[config.mk]
export PLATFORM = sky130hd
export DESIGN_NAME = regfile_alloc_ctrl
export DESIGN_NICKNAME = d
export VERILOG_FILES = /design/src/rtl/regfile_alloc_ctrl.sv
export SDC_FILE = /design/constraint.sdc
export NUM_CORES = 1
export LEC_CHECK = 0
export BUFFER_PORTS_ARGS = -buffer_cell sky130_fd_sc_hd__buf_2
export CAP_MARGIN = 20
export CORE_MARGIN = 4
export CORE_UTILIZATION = 48
export DETAILED_ROUTE_END_ITERATION = 16
export HOLD_SLACK_MARGIN = 0.03
export PLACE_DENSITY = 0.84
export RECOVER_POWER = 25
export SYNTH_ARGS = -nofsm -noshare
export SYNTH_HDL_FRONTEND = slang
export SYNTH_SLANG_ARGS = --single-unit
[constraint.sdc]
create_clock -name clk -period 2.9 [get_ports clk]
set_input_delay 0.29 -clock clk [delete_from_list [all_inputs] [get_ports clk]]
set_output_delay 0.29 -clock clk [all_outputs]
set_load 0.01 [all_outputs]
[src/rtl/regfile_alloc_ctrl.sv]
// regfile_alloc_ctrl: maps in-flight ROB tags to their architectural destination
// registers and drives the regfile allocate / load / flush-recovery ports.
// Dispatch claims a tag, commit releases it, and a flush re-validates every
// pending destination and then holds dispatch off for a short drain window.
module regfile_alloc_ctrl #(
  parameter  int ROB_DEPTH = 8,
  parameter  int DRAIN_CYC = 2,
  localparam int TAG_W     = $clog2(ROB_DEPTH),
  localparam int INF_W     = $clog2(ROB_DEPTH + 1)
) (
  input  logic                   clk,
  input  logic                   rst,
  input  logic                   disp_valid,
  input  logic [4:0]             disp_rd,
  input  logic [TAG_W-1:0]       disp_tag,
  output logic                   disp_ready,
  input  logic                   cmt_valid,
  input  logic [TAG_W-1:0]       cmt_tag,
  input  logic                   flush_req,
  output logic                   allocate,
  output logic [4:0]             reg_allocate,
  output logic [TAG_W-1:0]       tag_in,
  output logic                   load,
  output logic [4:0]             dest,
  output logic [TAG_W-1:0]       commit_tag,
  output logic                   flush_ip,
  output logic [ROB_DEPTH-1:0]   set_reg_valid,
  output logic [ROB_DEPTH*5-1:0] reg_valid,
  output logic [INF_W-1:0]       inflight,
  output logic                   flush_done
);

  localparam int CNT_W = (DRAIN_CYC > 1) ? $clog2(DRAIN_CYC) : 1;

  typedef enum logic [1:0] {
    IDLE  = 2'd0,
    FLUSH = 2'd1,
    DRAIN = 2'd2
  } state_e;

  state_e               state_q, state_d;
  logic [ROB_DEPTH-1:0] busy_q, busy_d;
  logic [4:0]           rd_q [ROB_DEPTH];
  logic [4:0]           rd_d [ROB_DEPTH];
  logic [CNT_W-1:0]     cnt_q, cnt_d;
  logic                 flush_done_q, flush_done_d;
  logic                 cmt_hit;

  // State register and tag table.
  // NOTE: the tag table is only 8 entries and an empty table is the defined
  // reset state, so it is cleared by reset along with the FSM; nonblocking
  // assignments keep every register sampling the pre-edge values.
  always_ff @(posedge clk or negedge rst) begin
    if (!rst) begin
      state_q      <= IDLE;
      busy_q       <= '0;
      cnt_q        <= '0;
      flush_done_q <= 1'b0;
      for (int i = 0; i < ROB_DEPTH; i++) rd_q[i] <= '0;
    end else begin
      state_q      <= state_d;
      busy_q       <= busy_d;
      cnt_q        <= cnt_d;
      flush_done_q <= flush_done_d;
      for (int i = 0; i < ROB_DEPTH; i++) rd_q[i] <= rd_d[i];
    end
  end

  // Next-state logic and regfile-side strobes.
  // NOTE: every signal written here gets a default first, so no path through
  // the case statement can leave one unassigned and infer a latch.
  always_comb begin
    state_d       = state_q;
    busy_d        = busy_q;
    rd_d          = rd_q;
    cnt_d         = cnt_q;
    flush_done_d  = 1'b0;
    disp_ready    = 1'b0;
    allocate      = 1'b0;
    load          = 1'b0;
    flush_ip      = 1'b0;
    set_reg_valid = '0;
    reg_valid     = '0;
    reg_allocate  = disp_rd;
    tag_in        = disp_tag;
    dest          = rd_q[cmt_tag];
    commit_tag    = cmt_tag;
    cmt_hit       = cmt_valid & busy_q[cmt_tag];

    case (state_q)
      IDLE: begin
        // A busy tag cannot be reissued until its own commit frees it.
        disp_ready = !flush_req && !busy_q[disp_tag];
        if (disp_valid && disp_ready) begin
          // rd==0 still occupies the tag so inflight stays exact.
          allocate         = (disp_rd != 5'd0);
          busy_d[disp_tag] = 1'b1;
          rd_d[disp_tag]   = disp_rd;
        end
        // Commit and dispatch can never hit the same tag in one cycle:
        // dispatch needs the tag free, commit needs it busy.
        if (cmt_hit) begin
          load            = (rd_q[cmt_tag] != 5'd0);
          busy_d[cmt_tag] = 1'b0;
        end
        if (flush_req) state_d = FLUSH;
      end

      FLUSH: begin
        flush_ip = 1'b1;
        for (int i = 0; i < ROB_DEPTH; i++) begin
          if (busy_q[i] && (rd_q[i] != 5'd0)) begin
            set_reg_valid[i]   = 1'b1;
            reg_valid[i*5 +: 5] = rd_q[i];
          end
        end
        busy_d  = '0;
        cnt_d   = CNT_W'(DRAIN_CYC - 1);
        state_d = DRAIN;
      end

      DRAIN: begin
        // Table is empty here, so commits have nothing to release.
        if (cnt_q == '0) begin
          state_d      = IDLE;
          flush_done_d = 1'b1;
        end else begin
          cnt_d = cnt_q - CNT_W'(1);
        end
      end

      default: state_d = IDLE;
    endcase
  end

  // Occupancy count of the tag table.
  always_comb begin
    inflight = '0;
    for (int i = 0; i < ROB_DEPTH; i++) inflight = inflight + INF_W'(busy_q[i]);
  end

  // flush_done is registered so it pulses in the first cycle dispatch reopens.
  assign flush_done = flush_done_q;

endmodule

==> results by group, run 1 <==
Outcome
  – Status: finished with violations
  – Violated checks: setup timing

Global routing
  – Grt ovf: 0
  – Largest net degree at the start of global routing: between 50 and 60
  – Initial antenna violation count: 0
  – Vias in the first global route: 2753
  – First-pass GRT wire length: between 10000 and 15000 µm
  – GRT Overall Usage: 21.9%

Worst setup path
  – RR Startpoint: state_q[0]
  – WP data required: about 2600 ps
  – Startpoint type of the worst setup path: register
  – Critical path fanouts, max: 2
  – WS Path Type: reg2out
  – Crit path DAT: approximately 3100 ps
  – R2R setup slack: roughly 670 ps
  – Crit. End Element: output pin
  – CP Launch Point: busy_q[0]

Clock network
  – Number of CTS-inserted buffers: 5
  – Sink Count: 52
  – CTS max path bufs: 2
  – H-tree levels: 2
  – Clock Latency Late Sink: 310 ps
  – Clock-pin transition on the worst setup and hold timing paths: 90 ps
  – CTS tree: yes
  – CTS Root Cell: clkbuf_8

Synth
  – Syn nets: 335
  – Post-synth ARST share: 100%
  – Synth Cell Area: 3340 µm²
  – Number of synthesized register bits: 52
  – Distinct cell type count after synthesis: between 40 and 50
  – Mapped Cells: 309
  – Multiplexer share of the synthesized area: about 25%
  – Yosys warns: 0
  – Sequential area share after synthesis: between 30% and 40%
  – Post-Synth Adder-Cell Area: under 10%
  – EDFF count, synth: 0
  – Post-synthesis simple-gate area fraction: about 17%
  – Mapped Avg Cell Area: 10.8 µm²
  – Synth Flop Type: dfrtp_1
  – Largest family of logic cells by synthesized area: multiplexers
  – XOR/XNOR Fraction of Synth Area: less than 1%
  – Synth Area in Compound Gates: 7.26%

Place
  – Detailed Place HPWL: 6800 µm
  – Port buffer count: 88
  – Pre-CTS setup slack: -214 ps
  – Placement Cell Area: 3800 µm²
  – RD Place Congestion: between 0.8 and 0.9
  – DP Cell Count: 470

Timing
  – Worst hold slack: about 280 ps
  – Final Setup Violations: 4
  – RSZ-0062 raised after global routing: yes
  – Setup WS post-layout: -494 ps
  – Fmax: between 200 and 300 MHz
  – Rel. slew slack: under 10%
  – Slew @ Worst Pin: 1410 ps
  – Pins over their slew limit: 0
  – Post-Route Skew: between 5 and 6 ps
  – Crit path time final: 3390 ps
  – Period utilization: 117%
  – Final hold violations: 0

Min path
  – Hold WC Path Type: in2reg
  – Hold Startpoint: flush_req

Run
  – Max-cap check violation count: 0

Pwr
  – Leakage Power: about 2 nW
  – Total power: about 3.0 mW
  – Power Dens Cells: about 770 nW/µm²
  – Peak supply drop: around 380 µV

Routing
  – Drt via density: approximately 5.9
  – DR DRC count: 0
  – Avg WL per Cell: roughly 19 µm
  – Drt pass-1 iters: 5
  – DR iter-0 viols: around 170
  – Via count: between 2000 and 3000
  – DRT antenna net count: 0
  – Detailed Route WL: between 9000 and 10000 µm

Final layout
  – Layout cells sized above 1: between 40% and 50%
  – # diodes: 0
  – Finished Layout Cells: ~480
  – Commonest non-fill, non-tap cell in the layout: buf_2
  – Nets: slightly above 400
  – Finished Cell Area: 3910 µm²
  – Area delta synth->final: 16.8%
  – Most frequent cells in the layout: buf_2, dfrtp_1, mux2_2

Floorplan
  – Die area: 8360 µm²
  – Total core area: 6790 µm²
  – Starting Density: 49.2%
  – Site Rows: 30
  – Die height: 91.4 µm
  – Ports: 89
  – Die width: between 90 and 100 µm
sequential cells by signal (all words and copies together) (netlist names):
| name | cells |
|---|---|
| rd_q | 40 |
| state_q | 2 |
| flush_done | 1 |
| busy_q | 8 |
| cnt_q | 1 |
worst paths after layout:
path | end | cells after the start
max in group asynchronous | rd_q[18] | 3
worst max-delay path | inflight[1] | 10
worst max register to register | rd_q[22] | 5
worst min-delay path | state_q[0] | 3
min in group asynchronous | flush_done | 2
worst min register to register | flush_done | 1
power by group:
group          switching (mW)  leakage (nW)  internal [mW]  total, mW
clock network           0.234        0.0410          0.165      0.398
logic                   0.592          1.34          0.651       1.24
registers               0.347         0.676           1.03       1.38
total                    1.17          2.06           1.84       3.02
per-layer routing:
layer / up-vias / track usage (%) / share of wire [%]
li1: 1264 / - / -
met1: 1375 / 29.0 / 41
met2: 143 / 36.0 / 48
met3: 28 / 4.56 / 8.0
met4: 0 / 6.78 / 2.8
met5: - / 0 / 0
what timing repair did:
action	4_1_cts	5_1_grt
pin swaps	1	0
setup endpoints to repair	4	4
hold endpoints to repair	25	0
resized for setup	7	0
hold buffers	1	0
setup buffers	1	0
cells in the mapped netlist (all sizes together), types with 2 or more instances:
cell type  count  area [µm²]
dfrtp         52        1300
mux2          48         541
and3          40         250
inv           19        71.3
clkbuf        18        78.8
buf           15         108
a21oi         14        70.1
nor2          14        52.6
nand2         13        48.8
mux4          10         244
nor3          10        50.1
ha             6        75.1
a221oi         5        43.8
nor2b          5        31.3
a211oi         4        30.0
fa             4        80.1
mux2i          4        40.0
nand2b         3        18.8
nand4          3        18.8
a2111oi        2        23.8
a311oi         2        17.5
nor4           2        18.8
or4            2        15.0
area by class of cell:
cell class / instances / area [µm²]
Inverter: 19 / 71.3
Fill cell: 596 / 2890
Timing Repair Buffer: 100 / 526
Clock buffer: 6 / 72.6
Multi-Input combinational cell: 205 / 1810
Clock inverter: 1 / 5.00
Sequential cell: 52 / 1300
Tap cell: 96 / 120
cells by family (layout without fill, tap and decap cells):
kind of cell | Yosys count | count (layout)
compound gates | 34 | 34
fa+ha+maj | 10 | 10
buf+inv | 52 | 126
xor+xnor | 1 | 1
flops | 52 | 52
simple gates | 98 | 98
mux | 62 | 62
through the flow:
| stage | setup TNS [ps] | util [%] |
|---|---|---|
| floorplan | -50.3 | - |
| global placement | -254 | 55.9 |
| detailed placement | -390 | 55.9 |
| CTS | -1260 | 57.8 |
| global route | -1540 | 57.5 |
| finish | -1230 | 57.5 |
critical path, stage by stage, from the launching register on:
cell	delay [ps]
dfrtp_1	410
fa_1	530
inv_1	50
fa_1	490
fa_1	420
inv_2	80
ha_4	130
inv_2	30
fa_2	520
inv_2	30
buf_6	110
Power figures use the tool's default switching activity.
==> run 2, diff against run 1 <==
--- a/config.mk
+++ b/config.mk
@@ -11,8 +11,9 @@
 export CORE_UTILIZATION = 48
 export DETAILED_ROUTE_END_ITERATION = 16
 export HOLD_SLACK_MARGIN = 0.03
-export PLACE_DENSITY = 0.84
+export PLACE_DENSITY_LB_ADDON = 0.15
 export RECOVER_POWER = 25
+export SLEW_MARGIN = 15
 export SYNTH_ARGS = -nofsm -noshare
 export SYNTH_HDL_FRONTEND = slang
 export SYNTH_SLANG_ARGS = --single-unit
==> run 2 against run 1 <==
Against the previous run:
- the flow finishes with violations (capacitance limit, slew limit, setup timing)
- sequential power barely moved
- sequential cell count unchanged
- clock-buffer cell count is the same
- highest routed layer unchanged
- final area rose by 0.58%
- final cell count down 0.21%
- first-iteration DRC count fell by 2.9%
- die area unchanged
- fmax is 0.87% lower
- critical path type unchanged
- global-route usage increased by 0.88 points
==> results by group, run 2 (same netlist as run 1, synthesis figures left out) <==
Floorplan
  – Starting Density: between 40% and 50%
  – Die width: 91.4 µm
  – Ports: 89
  – Total core area: between 6000 and 7000 µm²
  – Die area: roughly 8400 µm²
  – Die height: ~91 µm
  – Site Rows: 30

Final layout
  – # diodes: 0
  – Largest Register: rd_q
  – Finished Layout Cells: 478
  – Finished Cell Area: just under 4000 µm²
  – Commonest non-fill, non-tap cell in the layout: buf_2
  – Most frequent cells in the layout: buf_2, dfrtp_1, mux2_2
  – Area delta synth->final: 17.5%
  – Nets: 408
  – Layout cells sized above 1: between 40% and 50%
  – Largest regs: rd_q: 40 flops, busy_q: 8 flops, state_q: 2 flops
  – Max reg flops: 40

Timing
  – RSZ-0062 raised after global routing: yes
  – Pins over their slew limit: 31
  – Post-Route Skew: between 10 and 15 ps
  – Fmax: just under 300 MHz
  – Setup WS post-layout: -524 ps
  – Period utilization: 118%
  – Crit path time final: approximately 3400 ps
  – Final Setup Violations: 4
  – Final hold violations: 0
  – Rel. slew slack: -9.97%
  – Slew @ Worst Pin: 1650 ps

Run
  – Max-cap check violation count: 1

Clock network
  – Clock-pin transition on the worst setup and hold timing paths: roughly 100 ps
  – Hold-fix buffer count after cts: 0
  – H-tree levels: 2
  – Sink Count: 52
  – Number of CTS-inserted buffers: 5
  – Clock Latency Late Sink: 310 ps
  – CTS max path bufs: 2
  – CTS tree: yes
  – CTS Root Cell: clkbuf_8

Pwr
  – Total power: between 3 and 4 mW
  – Peak supply drop: between 300 and 400 µV
  – Power Dens Cells: between 700 and 800 nW/µm²
  – Leakage Power: roughly 2.1 nW

Place
  – Pre-CTS setup slack: -214 ps
  – Port buffer count: just under 90
  – RD Place Congestion: 0.808
  – DP Cell Count: about 470
  – Detailed Place HPWL: between 6000 and 7000 µm
  – Placement Cell Area: 3810 µm²

Worst setup path
  – CP Launch Point: busy_q[0]
  – RR Startpoint: state_q[0]
  – WS Path Type: reg2out
  – Worst Path Buf+Inv: 5
  – WP data required: around 2600 ps
  – Startpoint type of the worst setup path: register
  – Most Frequent Cell on Critical Path: inv_2
  – RR Endpoint: rd_q[24]
  – Critical Path Stages: 10
  – Crit. End Element: output pin
  – End of the critical path: inflight[1]
  – Slowest-stage cell, CP: fa_1
  – CP delay by family, top: adder cells
  – R2R depth: 5
  – Critical path fanouts, max: 2
  – Critical-path cell list: fa_1 > inv_1 > fa_1 > fa_2 > inv_2 > ha_4 > inv_2 > fa_2 > inv_2 > buf_6
  – Crit path DAT: 3130 ps
  – R2R setup slack: between 700 and 800 ps
  – CP max stage delay: between 500 and 600 ps

Global routing
  – Initial antenna violation count: 0
  – Grt ovf: 0
  – GRT Overall Usage: between 20 and 25%
  – Vias in the first global route: 2694
  – First-pass GRT wire length: 14600 µm
  – Largest net degree at the start of global routing: 59

Outcome
  – Status: finished with violations
  – Violated checks: capacitance limit, slew limit, setup timing

Routing
  – Via count: 2800
  – Avg WL per Cell: just under 20 µm
  – DR iter-0 viols: about 170
  – DRT antenna net count: 0
  – Drt pass-1 iters: 5
  – Drt via density: between 5 and 6
  – Detailed Route WL: a little over 9000 µm
  – DR DRC count: 0

Min path
  – Hold WC Path Type: in2reg
run 2: cell types whose count changed in the layout (fill, tap and decap cells not counted), sizes merged:
cell and delta:
buf +13, clkbuf -13, dlygate4sd3 -1
run 2: worst min path at each step:
stage	startpoint	endpoint	slack (ps)	cells after the start
after CTS	rst	rd_q[6]	30	1
after floorplan	rst	busy_q[0]	-6	0
after global routing	flush_req	state_q[0]	290	3
after detailed placement	rst	rd_q[12]	370	1
final	flush_req	state_q[0]	290	3
after global placement	rst	rd_q[12]	360	1
run 2: routing by layer:
layer / wire, µm / vias to the layer above / track usage [%]
met4: 135 / 0 / 5.65
met3: 688 / 13 / 4.14
li1: - / 1262 / -
met1: 4040 / 1404 / 32.1
met2: 4320 / 121 / 36.3
met5: 0 / - / 0
run 2: timing repair:
item / CTS / global route
setup buffers: 0 / 0
setup endpoints to repair: 4 / 5
resized for setup: 0 / 9
pin swaps: 0 / 2
run 2: metrics by stage:
step                util, %  hold slack, ps  setup TNS [ps]
global placement       56.1             359            -288
floorplan                 -           -5.59           -50.3
finish                 57.8             288           -1240
global route           57.8             288           -1790
CTS                    57.4            31.3           -1370
detailed placement     56.1             367            -384
run 2: power breakdown:
part / leakage (nW) / total, mW / internal (mW) / switching, mW
sequential: 0.676 / 1.38 / 1.03 / 0.349
clock: 0.0473 / 0.427 / 0.191 / 0.236
combinational: 1.38 / 1.26 / 0.653 / 0.602
total: 2.10 / 3.06 / 1.87 / 1.19
run 2: area by class of cell:
class	instances	area [µm²]
timing repair buffer	99	531
fill	604	2870
clock buffer	6	82.6
clock inverter	1	8.76
inverter	19	71.3
tap	96	120
sequential	52	1300
multi-input combinational	205	1810
run 2: worst min-delay path, cell delays in order:
cell     delay (ps)
buf_2           100
a21oi_1          60
nor2_1          100
==> run 3, diff against run 2 <==
--- a/config.mk
+++ b/config.mk
@@ -7,7 +7,6 @@
 export LEC_CHECK = 0
 export BUFFER_PORTS_ARGS = -buffer_cell sky130_fd_sc_hd__buf_2
 export CAP_MARGIN = 20
-export CORE_MARGIN = 4
 export CORE_UTILIZATION = 48
 export DETAILED_ROUTE_END_ITERATION = 16
 export HOLD_SLACK_MARGIN = 0.03
==> run 3 against run 2 <==
Against the previous run:
- the run ends with setup timing left
- die area is 13% lower
- sequential cell count stayed put
- combinational power hardly changed
- utilization increased by 0.21 points
- setup slack improved by 4.2 ps
- critical path depth is the same
- sequential share of layout area grew 0.063 points
- via count is 0.36% lower
- critical endpoint unchanged
==> results by group, run 3 (same netlist as run 1, synthesis figures left out) <==
Final layout
  – Layout cells sized above 1: a little over two fifths
  – Finished Layout Cells: 466
  – Max reg flops: 40
  – Nets: 411
  – Finished Cell Area: approximately 3900 µm²
  – Largest regs: rd_q: 40 flops, busy_q: 8 flops, state_q: 2 flops
  – # diodes: 0
  – Largest Register: rd_q
  – Most frequent cells in the layout: buf_2, dfrtp_1, mux2_2
  – Area delta synth->final: 17.3%
  – Commonest non-fill, non-tap cell in the layout: buf_2

Worst setup path
  – Startpoint type of the worst setup path: register
  – Crit. End Element: output pin
  – Worst Path Buf+Inv: 5
  – CP max stage delay: ~540 ps
  – Critical Path Stages: 10
  – WP data required: about 2600 ps
  – Most Frequent Cell on Critical Path: inv_2
  – R2R depth: 5
  – WS Path Type: reg2out
  – CP delay by family, top: adder cells
  – Slowest-stage cell, CP: fa_1
  – Crit path DAT: ~3100 ps
  – Critical-path cell list: fa_1 > inv_1 > fa_1 > fa_2 > inv_2 > ha_4 > inv_2 > fa_2 > inv_2 > buf_6
  – Critical path fanouts, max: 2

Outcome
  – Violated checks: setup timing
  – Status: finished with violations

Timing
  – Final hold violations: 0
  – Final Setup Violations: 5
  – Pins over their slew limit: 0
  – Period utilization: 118%
  – Crit path time final: approximately 3400 ps
  – Setup WS post-layout: -520 ps
  – Rel. slew slack: about a quarter
  – Fmax: around 300 MHz
  – Post-Route Skew: 5.22 ps
  – RSZ-0062 raised after global routing: yes
  – Slew @ Worst Pin: approximately 1200 ps

Clock network
  – Clock-pin transition on the worst setup and hold timing paths: ~100 ps
  – H-tree levels: 2
  – CTS Root Cell: clkbuf_8
  – Sink Count: between 50 and 60
  – CTS tree: yes
  – Number of CTS-inserted buffers: 5
  – CTS max path bufs: 2
  – Clock Latency Late Sink: approximately 310 ps

Routing
  – DR DRC count: 0
  – DR iter-0 viols: about 110
  – DRT antenna net count: 0
  – Detailed Route WL: 8870 µm
  – Avg WL per Cell: between 15 and 20 µm
  – Drt pass-1 iters: 4
  – Drt via density: about 6.0
  – Via count: ~2800

Place
  – Placement Cell Area: 3800 µm²
  – Detailed Place HPWL: roughly 6500 µm
  – RD Place Congestion: between 0.8 and 0.9
  – DP Cell Count: ~460
  – Port buffer count: between 80 and 90

Floorplan
  – Ports: ~90
  – Die width: 85.4 µm
  – Die area: ~7300 µm²
  – Site Rows: 30
  – Total core area: just under 7000 µm²
  – Die height: ~85 µm
  – Starting Density: 49.5%

Global routing
  – First-pass GRT wire length: roughly 14000 µm
  – Grt ovf: 0
  – Initial antenna violation count: 0
  – Largest net degree at the start of global routing: 59
  – Vias in the first global route: ~2600
  – GRT Overall Usage: approximately a quarter

Run
  – Max-cap check violation count: 0

Min path
  – Hold depth: 3
  – Hold WC Path Type: in2reg

Pwr
  – Peak supply drop: 440 µV
  – Leakage Power: ~2.1 nW
  – Power Dens Cells: 782 nW/µm²
run 3: power breakdown:
group | leakage [nW] | internal [mW] | switching (mW) | total [mW]
combinational | 1.36 | 0.655 | 0.602 | 1.26
sequential | 0.676 | 1.03 | 0.345 | 1.37
clock | 0.0452 | 0.176 | 0.259 | 0.435
run 3: routing by layer:
layer	share of wire [%]	GRT usage (%)
met5	0	0
met2	47	39.9
met3	7.2	3.89
met1	43	36.0
met4	3.3	11.7
run 3: final cells by class:
| type | instances | area, µm² |
|---|---|---|
| fillers | 615 | 2840 |
| multi-input cells | 205 | 1810 |
| flip-flops and latches | 52 | 1300 |
| repair buffers | 102 | 542 |
| well taps | 80 | 100 |
| inverters | 19 | 71.3 |
| clock buffers | 5 | 68.8 |
| clock inverters | 3 | 25.0 |
run 3: worst paths after layout:
check | slack (ps) | startpoint | end
max | -520 | busy_q[0] | inflight[1]
min | 270 | flush_req | state_q[0]
max reg2reg | 740 | state_q[0] | rd_q[22]
min reg2reg | 480 | cnt_q | flush_done
max in group asynchronous | 1100 | rst | rd_q[14]
min in group asynchronous | 380 | rst | busy_q[5]
run 3: repair_timing:
item	CTS	global route
hold buffers	1	0
pin swaps	1	0
endpoints found under the setup margin	4	4
endpoints found under the hold margin	6	0
buffers inserted	0	1
resized for setup	8	0
run 3: through the flow:
stage          setup WS [ps]  util, %  hold slack [ps]  TNS [ps]  total power, mW
6_report                -520     58.0              266     -1360             3.07
5_1_grt                 -615     58.0              273     -1840             3.28
4_1_cts                 -555     58.2              262     -1350             3.07
3_5_place_dp            -221     56.2              126      -403             2.58
3_3_place_gp            -170     56.2              126      -294             2.53
2_1_floorplan          -33.7        -            -5.59     -50.3             2.14
run 3: worst min-delay path: cells and delay by family:
family / cells / cell delay, ps
and+or+nand+nor: 1 / 90
buffers and inverters: 1 / 100
AOI/OAI and AO/OA: 1 / 60
